**src/rtl/vga_frame_reader_pkg.sv**
```systemverilog
// Shared definitions for the VGA frame reader: display timing, RGB444 layout,
// colour-bar palette and display-mode encoding.
package vga_pkg;

   // 640x480@60 Hz horizontal timing, in pixel clocks
   localparam int H_VISIBLE     = 640;
   localparam int H_FRONT_PORCH = 16;
   localparam int H_SYNC_PULSE  = 96;
   localparam int H_BACK_PORCH  = 48;

   // 640x480@60 Hz vertical timing, in lines
   localparam int V_VISIBLE     = 480;
   localparam int V_FRONT_PORCH = 10;
   localparam int V_SYNC_PULSE  = 2;
   localparam int V_BACK_PORCH  = 33;

   // RGB444 field positions inside a framebuffer word
   localparam int RGB_R_HI = 11;
   localparam int RGB_R_LO = 8;
   localparam int RGB_G_HI = 7;
   localparam int RGB_G_LO = 4;
   localparam int RGB_B_HI = 3;
   localparam int RGB_B_LO = 0;

   // Colour-bar palette, selected by x[9:7]
   localparam logic [11:0] BAR_WHITE   = 12'hFFF;
   localparam logic [11:0] BAR_YELLOW  = 12'hFF0;
   localparam logic [11:0] BAR_CYAN    = 12'h0FF;
   localparam logic [11:0] BAR_GREEN   = 12'h0F0;
   localparam logic [11:0] BAR_MAGENTA = 12'hF0F;
   localparam logic [11:0] BAR_BLACK   = 12'h000;

   typedef enum logic {
      BARS   = 1'b0,
      CAMERA = 1'b1
   } mode_e;

   // Colour of the 128-pixel-wide bar that column group sel falls in
   function automatic logic [11:0] bar_colour(input logic [2:0] sel);
      logic [11:0] colour;
      case (sel)
         3'd0:    colour = BAR_WHITE;
         3'd1:    colour = BAR_YELLOW;
         3'd2:    colour = BAR_CYAN;
         3'd3:    colour = BAR_GREEN;
         3'd4:    colour = BAR_MAGENTA;
         default: colour = BAR_BLACK;
      endcase
      return colour;
   endfunction

endpackage

```
**src/rtl/vga_frame_reader_if.sv**
```systemverilog
// Framebuffer read port: the reader issues an address, the RAM answers with
// a pixel word a fixed number of cycles later.
interface vga_frame_reader_if #(
   parameter int ADDR_W = 17,
   parameter int PIX_W  = 12
);
   logic [ADDR_W-1:0] rd_addr;
   logic [PIX_W-1:0]  rd_data;

   modport master (output rd_addr, input rd_data);
   modport slave  (input rd_addr, output rd_data);
endinterface

```
**src/rtl/vga_frame_reader_delay_pipe.sv**
```systemverilog
// Fixed-depth shift register used to hold timing and colour side-band data
// while the framebuffer read is in flight. Every stage loads rst_val on reset.
module vga_delay_pipe
   import vga_pkg::*;
#(
   parameter int WIDTH = 1,
   parameter int DEPTH = 1
) (
   input  logic             clk,
   input  logic             rst,
   input  logic [WIDTH-1:0] rst_val,
   input  logic [WIDTH-1:0] din,
   output logic [WIDTH-1:0] dout
);

   logic [WIDTH-1:0] stage_r [DEPTH];

   // Shift the side-band word one stage per clock
   always_ff @(posedge clk) begin
      if (rst) begin
         for (int i = 0; i < DEPTH; i++) begin
            stage_r[i] <= rst_val;
         end
      end else begin
         stage_r[0] <= din;
         for (int i = 1; i < DEPTH; i++) begin
            stage_r[i] <= stage_r[i-1];
         end
      end
   end

   assign dout = stage_r[DEPTH-1];

endmodule

```
**src/rtl/vga_frame_reader.sv**
```systemverilog
// VGA frame reader: turns 640x480 timing into 2x-scaled framebuffer reads of a
// 320x240 RGB444 frame, realigns syncs with the RAM latency and falls back to
// colour bars (switching only at frame boundaries) when no frame is valid.
module vga_frame_reader
   import vga_pkg::*;
#(
   parameter int SRC_W       = 320,
   parameter int SRC_H       = 240,
   parameter int ADDR_W      = 17,
   parameter int PIX_W       = 12,
   parameter int RAM_LATENCY = 2
) (
   input  logic               clk,
   input  logic               rst,
   input  logic               hsync_in,
   input  logic               vsync_in,
   input  logic               display_en_in,
   input  logic [9:0]         x_in,
   input  logic [9:0]         y_in,
   input  logic               fb_valid,
   vga_frame_reader_if.master fb,
   output logic [3:0]         vga_r,
   output logic [3:0]         vga_g,
   output logic [3:0]         vga_b,
   output logic               hsync,
   output logic               vsync,
   output logic               frame_start
);

   // Side-band word carried alongside the read: {mode, bar_rgb, de, vsync, hsync}
   localparam int PIPE_W = 16;
   localparam logic [PIPE_W-1:0] PIPE_RST = {1'b0, 12'h000, 1'b0, 1'b1, 1'b1};

   // Stage A state
   logic [ADDR_W-1:0] row_base_r;
   logic [ADDR_W-1:0] rd_addr_r;
   logic              de_prev_r;
   logic [9:0]        y_prev_r;
   logic              vsync_prev_r;
   logic              hsync_a_r;
   logic              vsync_a_r;
   logic              de_a_r;
   logic [11:0]       bar_a_r;

   // Mode FSM
   mode_e             mode_r;
   mode_e             mode_next_s;
   logic              mode_cam_s;

   logic              line_end_s;
   logic              vsync_fall_s;
   logic              pix_ok_s;

   // Pipe and output stage
   logic [PIPE_W-1:0] pipe_in_s;
   logic [PIPE_W-1:0] pipe_out_s;
   logic              mode_p_s;
   logic [11:0]       bar_p_s;
   logic              de_p_s;
   logic              vsync_p_s;
   logic              hsync_p_s;
   logic [PIX_W-1:0]  cam_rgb_s;
   logic [11:0]       rgb_s;

   assign line_end_s   = de_prev_r & ~display_en_in;
   assign vsync_fall_s = vsync_prev_r & ~vsync_in;
   assign pix_ok_s     = display_en_in & (x_in < 10'(H_VISIBLE));

   // Row base: cleared during vsync, advanced one source line after each odd
   // output line; the last line never advances so the base stays in range
   always_ff @(posedge clk) begin
      if (rst) begin
         row_base_r <= '0;
      end else if (!vsync_in) begin
         row_base_r <= '0;
      end else if (line_end_s && y_prev_r[0] && (y_prev_r < 10'(2 * SRC_H - 1))) begin
         row_base_r <= row_base_r + ADDR_W'(SRC_W);
      end else begin
         row_base_r <= row_base_r;
      end
   end

   // Stage A: issue the read address and register timing plus bar colour
   always_ff @(posedge clk) begin
      if (rst) begin
         rd_addr_r    <= '0;
         de_prev_r    <= 1'b0;
         y_prev_r     <= 10'd0;
         vsync_prev_r <= 1'b1;
         hsync_a_r    <= 1'b1;
         vsync_a_r    <= 1'b1;
         de_a_r       <= 1'b0;
         bar_a_r      <= 12'h000;
      end else begin
         rd_addr_r    <= pix_ok_s ? (row_base_r + ADDR_W'(x_in[9:1])) : '0;
         de_prev_r    <= display_en_in;
         y_prev_r     <= y_in;
         vsync_prev_r <= vsync_in;
         hsync_a_r    <= hsync_in;
         vsync_a_r    <= vsync_in;
         de_a_r       <= display_en_in;
         bar_a_r      <= bar_colour(x_in[9:7]);
      end
   end

   // Mode state register
   always_ff @(posedge clk) begin
      if (rst) begin
         mode_r <= BARS;
      end else begin
         mode_r <= mode_next_s;
      end
   end

   // Next mode: fb_valid is only looked at on the input vsync falling edge
   always_comb begin
      mode_next_s = mode_r;
      if (vsync_fall_s) begin
         if (fb_valid) begin
            mode_next_s = CAMERA;
         end else begin
            mode_next_s = BARS;
         end
      end else begin
         mode_next_s = mode_r;
      end
   end

   // Mode output decode; it is updated on the same edge as stage A so it
   // travels down the pipe together with the vsync that caused it
   always_comb begin
      mode_cam_s = 1'b0;
      if (mode_r == CAMERA) begin
         mode_cam_s = 1'b1;
      end else begin
         mode_cam_s = 1'b0;
      end
   end

   // Stage A plus this pipe make RAM_LATENCY+1 cycles, landing on rd_data
   assign pipe_in_s = {mode_cam_s, bar_a_r, de_a_r, vsync_a_r, hsync_a_r};

   vga_delay_pipe #(
      .WIDTH (PIPE_W),
      .DEPTH (RAM_LATENCY)
   ) u_delay_pipe (
      .clk     (clk),
      .rst     (rst),
      .rst_val (PIPE_RST),
      .din     (pipe_in_s),
      .dout    (pipe_out_s)
   );

   assign mode_p_s  = pipe_out_s[15];
   assign bar_p_s   = pipe_out_s[14:3];
   assign de_p_s    = pipe_out_s[2];
   assign vsync_p_s = pipe_out_s[1];
   assign hsync_p_s = pipe_out_s[0];
   assign cam_rgb_s = fb.rd_data;
   assign fb.rd_addr = rd_addr_r;

   // Pixel colour select: black in blanking, camera word or bar otherwise
   always_comb begin
      rgb_s = 12'h000;
      if (!de_p_s) begin
         rgb_s = 12'h000;
      end else if (mode_p_s) begin
         rgb_s = {cam_rgb_s[RGB_R_HI:RGB_R_LO], cam_rgb_s[RGB_G_HI:RGB_G_LO],
                  cam_rgb_s[RGB_B_HI:RGB_B_LO]};
      end else begin
         rgb_s = bar_p_s;
      end
   end

   // Output stage: DAC pins, realigned syncs and the frame-start pulse
   always_ff @(posedge clk) begin
      if (rst) begin
         vga_r       <= 4'h0;
         vga_g       <= 4'h0;
         vga_b       <= 4'h0;
         hsync       <= 1'b1;
         vsync       <= 1'b1;
         frame_start <= 1'b0;
      end else begin
         vga_r       <= rgb_s[11:8];
         vga_g       <= rgb_s[7:4];
         vga_b       <= rgb_s[3:0];
         hsync       <= hsync_p_s;
         vsync       <= vsync_p_s;
         frame_start <= vsync & ~vsync_p_s;
      end
   end

endmodule

```
**src/flat_wrapper.sv**
```systemverilog
// flat-port wrapper written by rule: the top's interface ports become plain ports
module vga_frame_reader_flat import vga_pkg::*;
#(
   parameter int SRC_W       = 320,
   parameter int SRC_H       = 240,
   parameter int ADDR_W      = 17,
   parameter int PIX_W       = 12,
   parameter int RAM_LATENCY = 2
)
  (clk, rst, hsync_in, vsync_in, display_en_in, x_in, y_in, fb_valid, vga_r, vga_g, vga_b, hsync, vsync, frame_start, fb_rd_addr, fb_rd_data);
  vga_frame_reader_if #(.ADDR_W(ADDR_W), .PIX_W(PIX_W)) fb_i ();
  input  logic clk;
  input  logic rst;
  input  logic hsync_in;
  input  logic vsync_in;
  input  logic display_en_in;
  input  logic [9:0] x_in;
  input  logic [9:0] y_in;
  input  logic fb_valid;
  output logic [3:0] vga_r;
  output logic [3:0] vga_g;
  output logic [3:0] vga_b;
  output logic hsync;
  output logic vsync;
  output logic frame_start;
  output wire logic [$bits(fb_i.rd_addr)-1:0] fb_rd_addr;
  input wire logic [$bits(fb_i.rd_data)-1:0] fb_rd_data;
  assign fb_rd_addr = fb_i.rd_addr;
  assign fb_i.rd_data = fb_rd_data;
  vga_frame_reader #(.SRC_W(SRC_W), .SRC_H(SRC_H), .ADDR_W(ADDR_W), .PIX_W(PIX_W), .RAM_LATENCY(RAM_LATENCY)) u_core (.clk(clk), .rst(rst), .hsync_in(hsync_in), .vsync_in(vsync_in), .display_en_in(display_en_in), .x_in(x_in), .y_in(y_in), .fb_valid(fb_valid), .fb(fb_i), .vga_r(vga_r), .vga_g(vga_g), .vga_b(vga_b), .hsync(hsync), .vsync(vsync), .frame_start(frame_start));
endmodule
```
**config.mk**
```make
export PLATFORM = sky130hd
export DESIGN_NAME = vga_frame_reader_flat
export DESIGN_NICKNAME = d
export VERILOG_FILES = /design/src/rtl/vga_frame_reader_pkg.sv /design/src/rtl/vga_frame_reader_if.sv /design/src/rtl/vga_frame_reader_delay_pipe.sv /design/src/rtl/vga_frame_reader.sv /design/src/flat_wrapper.sv
export SDC_FILE = /design/constraint.sdc
export NUM_CORES = 1
export LEC_CHECK = 0
export ABC_AREA = 1
export CORE_AREA = 2 2 81 83
export CTS_CLUSTER_DIAMETER = 40
export DETAILED_ROUTE_END_ITERATION = 7
export DIE_AREA = 0 0 83 85
export PLACE_DENSITY = 0.82
export SKIP_LAST_GASP = 1
export SLEW_MARGIN = 10
export SYNTH_ARGS = -nofsm -noshare
export SYNTH_HDL_FRONTEND = slang
export SYNTH_SLANG_ARGS = --single-unit
```
**constraint.sdc**
```tcl
create_clock -name clk -period 3.3 [get_ports clk]
set_input_delay 0.66 -clock clk [delete_from_list [all_inputs] [get_ports clk]]
set_output_delay 0.66 -clock clk [all_outputs]
set_load 0.01 [all_outputs]
```
* After elaboration in Yosys (flattened, before gate mapping)
Memory sizes are Yosys's and may differ from the RTL's.
Index checks and enable logic that the tools add are counted.
** Word-level totals
- Register bits :: 75
- Bits in latches :: 0
- Bits in writable memories :: 32
- ROM bits :: 0
- Output and inout bits :: 32
- Memories :: 1
** Cells by class
- Add/subtract/negate cells :: 2
- $mul :: 0
- Divide/modulo/power cells :: 0
- Order comparisons :: 2
- Eq/ne operators :: 4
- Shift operators :: 0
- Mux-type cells :: 9
- Bitwise operators :: 11
- Reduce and logical (&&, ||, !) cells :: 6
** Memory list
- u_core.u_delay_pipe.stage_r :: words 2, width 16, rd ports 2, clocked after memory_dff 0, wr ports 2, RTL line vga_frame_reader_delay_pipe.sv:16 : logic [WIDTH-1:0] stage_r [DEPTH];
** Operator list (count)
- $pmux 12 s5 :: 1
- $mux 16 :: 2
- $add 17x9->17 :: 1
- $add 17x9->17 const B :: 1
- $mux 12 :: 1
- $lt 10x10->1 const B :: 1
- $lt 10x9->1 const B :: 1
- $eq 3x2->1 const B :: 2
- $reduce_or 2->1 :: 3
- $mux 1 :: 5
- $not 1->1 :: 5
- $and 1x1->1 :: 4
- $eq 3x1->1 const B :: 1
- $eq 3x3->1 const B :: 1
- $logic_not 3->1 :: 1
- $logic_and 1x1->1 :: 2
- $or 1x1->1 :: 2

* Longest topological paths before layout
- Depth after elaboration :: 4
- Depth in mapped cells :: 8

* By module
A second synthesis with hierarchy kept.
** Second synthesis, totals
- Cells, all modules :: 445
- Area, all modules :: 3497.1 um2
** By module, submodules not included
- vga_frame_reader :: instances 1, cells each 311, area each 2337.2 um2
- vga_delay_pipe :: instances 1, cells each 134, area each 1159.9 um2

* Worst setup path before layout
No wires, ideal clock.
- Path type :: in2reg
- Start point :: input port x_in[7]
- End point :: register u_core.rd_addr_r[16], in the netlist u_core.fb.rd_addr[16]
- Setup time :: 0.070 ns
- Arrival time :: 1.642 ns
- Path slack :: 1.589 ns
- Stages on the path :: 7
- Path buffers :: 0
- Cell sequence :: ha_1 fa_1 nand2_1 a21oi_2 nand3_1 o21ai_1 a21oi_1
** Between the ends
- Word-level cells in the longest chain between the ends :: 4
** Ends and longest elaborated chain
- from (decl) :: RTL line flat_wrapper.sv:17 : input logic [9:0] x_in;
- $lt 10x10->1 :: RTL line vga_frame_reader.sv:67 : assign pix_ok_s = display_en_in & (x_in < 10'(H_VISIBLE));
- $and 1x1->1 :: RTL line vga_frame_reader.sv:67
- $not 1->1 (no source line)
- $reduce_or 2->1 (no source line)
- to (signal assigned) :: RTL line vga_frame_reader.sv:95 : rd_addr_r <= pix_ok_s ? (row_base_r + ADDR_W'(x_in[9:1])) : '0;
- to (decl) :: RTL line vga_frame_reader.sv:36 : logic [ADDR_W-1:0] rd_addr_r;
Several ways; a longest one is shown, not always the timed one.
A chain may end at the register's enable or synchronous reset.

* Worst setup path after layout
- Start point :: input port rst
- End point :: register u_core.rd_addr_r[9], in the netlist u_core.fb.rd_addr[9]
** Between the ends
- Word-level cells in the longest chain between the ends :: 1
** Ends and longest elaborated chain
- from (decl) :: RTL line flat_wrapper.sv:13 : input logic rst;
- $reduce_or 2->1 (no source line)
No other way between the ends.

==> summary.md <==
| Metric | Value |
|---|---|
| CP max FO | 19 |
| Pwr dens | 471 nW/um^2 |
| Main synth FF type | dfxtp_1 |
| Fin crit share | 0.608 |
| Largest net degree at the start of global routing | 20 |
| Num rows | 29 |
| H-tree levels | 3 |
| Via density | 4.50 |
| Final Worst Setup Slack | 1.29 ns |
| Mux contribution to synthesized area | 0 |
| Max_slew headroom | 0.589 |
| Post-Syn Area | 2720 um^2 |
| Endpoints failing setup | 0 |
| Status | finished, final reports clean |
| Post-CTS setup buffer count | 0 |
| Worst VDD drop | 0.000228 V |
| Total number of vias | 2232 |
| Vias in the first global route | 2101 |
| Max Buffers Root-to-Sink | 2 |
| Count leader, synth | dfxtp_1 |
| Compound-Gate Fraction of Synth Area | 0.0805 |
| Fin Hold WS | 0.394 ns |
| Largest family of logic cells by synthesized area | simple AND/OR/NAND/NOR gates |
| Worst endpoint required time | ~3.6 ns |
| Final Slew Violations | 0 |
| Layout Utilization | 0.590 |
| Unique cell type count in the Yosys netlist | 27 |
| GPL Wtd Cong | 0.781 |
| Async set-reset flop share out of synthesis | 0 |
| Post-synth top area cell | dfxtp_1 |
| Number of synthesis warnings | 0 |
| Max frequency | 0.499 GHz |
| Top post-synthesis cells by area | dfxtp_1 (54%), nand2_1 (9.9%), nor2_1 (6.5%) |
| EDFF count, synth | 0 |
| Detailed Routing Iterations Pass 1 | 4 |
| Synth Area in Adders | 0.0258 |
| Final cell count without fillers | between 400 and 500 |
| Worst skew pair latency | roughly 0.35 ns |
| Worst-path clk slew | 0.08 ns |
| Slowest-stage cell, CP | clkdlybuf4s50_1 |
| Cts repair resizes | 0 |
| Ratio of cells with drive above 1 in the final layout | 0.112 |
| Antenna cells | 0 |
| Worst-margin pin slew | 0.615 ns |
| Placed wire-length estimate | 3660 um |
| Die footprint | 7060 um^2 |
| Final wirelength | 5020 um |
| Worst Setup End Kind | flip-flop |
| Placed insts | 480 |
| Post-route DRC | 0 |
| Initial antenna violation count | 0 |
| Ports | 70 |
| Synth Net Count | between 300 and 400 |
| Final Critical Period | 2.01 ns |
| Sequential fraction of the synthesis area | 0.545 |
| Drt wl/cell | 10.1 um |
| PortBufs | 68 |
| Global-route wire length before repair | 8680 um |
| Post-route cell area | 3660 um^2 |
| CTS Root Cell | clkbuf_8 |
| Synth Area in Simple Gates | 0.249 |
| Cells along the critical path | clkdlybuf4s50_1 > nor2_2 > nand3_2 > inv_2 > o21ai_1 > a21oi_1 |
| Max incr delay on CP | ~0.72 ns |
| Die width | approximately 83 um |
| PnR Total Power | 1.72 mW |
| Cells after Synth | 342 |
| Top post-synthesis cells by count | dfxtp_1 (74), nand2_1 (72), nor2_1 (47) |
| RSZ-0062 raised after global routing | no |
| Critical Path Start Type | input port |
| Chip height | 85 um |
| CTS tree | yes |
| Clock Sinks | 74 |
| HP Class | reg2reg |
| GRT Overall Usage | 0.154 |
| Core Region | 6200 um^2 |
| Initial Util | 0.438 |
| Post-Synth XOR/XNOR Area | 0.00966 |
| Max Cap Violations | 0 |
| Post-synth top area share | 0.545 |
| Setup WS pre-CTS | 0.919 ns |
| TritonCTS buffer count | 9 |
| Final setup skew | slightly above 0.007 ns |
| Area after DPL | roughly 3500 um^2 |
| Synth Register Bits | 74 |
| Avg Inst Size Synth | 7.95 um^2 |
| Crit Path Category | in2reg |
| # hold bufs at CTS | 0 |
| Setup TNS Final | 0 ns |
| Nets | 457 |
| ANT nets after route | 0 |
| Critical Path AT | 2.28 ns |
| Iter 0 DRT Violations | 56 |
| Grt total ovfl | 0 |
| Leak | 1.49 nW |
| Final hold viol count | 0 |
| Synthesis-to-finish area growth | 34.6% |
[cells in the final DEF (no fill, tap or decap), drive strengths merged, types with 2 or more instances in the layout]
master / instances
a21oi: 31
clkbuf: 9
clkdlybuf4s50: 68
clkinv: 5
dfxtp: 74
ha: 4
inv: 53
nand2: 81
nand3: 13
nor2: 53
o21ai: 12
or2: 7
xor2: 2
[worst paths after layout]
kind	start	to	slack, ns	cells after the start
worst max-delay path	rst	u_core.fb.rd_addr[9]	1.29	6
worst min-delay path	u_core.u_delay_pipe.stage_r[0][2]	u_core.u_delay_pipe.stage_r[0][18]	0.39	2
worst max register to register	u_core.row_base_r[6]	u_core.fb.rd_addr[16]	1.74	7
worst min register to register	u_core.u_delay_pipe.stage_r[0][2]	u_core.u_delay_pipe.stage_r[0][18]	0.39	2
[layer usage]
layer / track usage / part of all wire
met1: 0.168 / 0.45
met2: 0.259 / 0.45
met3: 0.0535 / 0.066
met4: 0.0939 / 0.027
met5: 0 / 0
[worst max-delay path, delay by kind of cell]
family	cells	cell delay, ns
compound gates	2	0.22
buf+inv	2	0.92
simple gates	2	0.47
[registers in the layout, indices dropped and copies added (netlist names)]
| signal | count |
|---|---|
| u_core.hsync_a_r | 1 |
| u_core.u_delay_pipe.stage_r | 14 |
| u_core.row_base_r | 11 |
| u_core.vga_g | 4 |
| u_core.fb.rd_addr | 17 |
| u_core.y_prev_r | 10 |
| u_core.vga_r | 4 |
| u_core.mode_r | 1 |
| u_core.vga_b | 4 |
| u_core.bar_a_r | 3 |
| u_core.vsync_prev_r | 1 |
| u_core.de_prev_r | 1 |
| u_core.vsync | 1 |
| u_core.hsync | 1 |
| u_core.frame_start | 1 |
[cells by family after synthesis]
| logic type | Yosys count |
|---|---|
| AND/OR/NAND/NOR | 156 |
| flip-flops | 74 |
| buffers and inverters | 61 |
| AO/OA/AOI/OAI | 43 |
| adder cells (fa/ha/maj) | 5 |
| XOR/XNOR | 3 |
[layout make-up]
type,instances,area [um^2]
multi-input cells,207,991
flip-flops and latches,74,1480
repair buffers,69,688
fillers,527,2550
clock inverters,7,77.6
well taps,77,96.3
inverters,53,200
clock buffers,9,124
[where the power goes]
part	leakage, nW	internal, mW	switching, mW	total, mW
sequential	0.603	0.914	0.00777	0.922
combinational	0.790	0.0605	0.0442	0.105
clock	0.100	0.355	0.342	0.697
total	1.49	1.33	0.394	1.72
No activity file was read; power rests on OpenSTA's default activity.
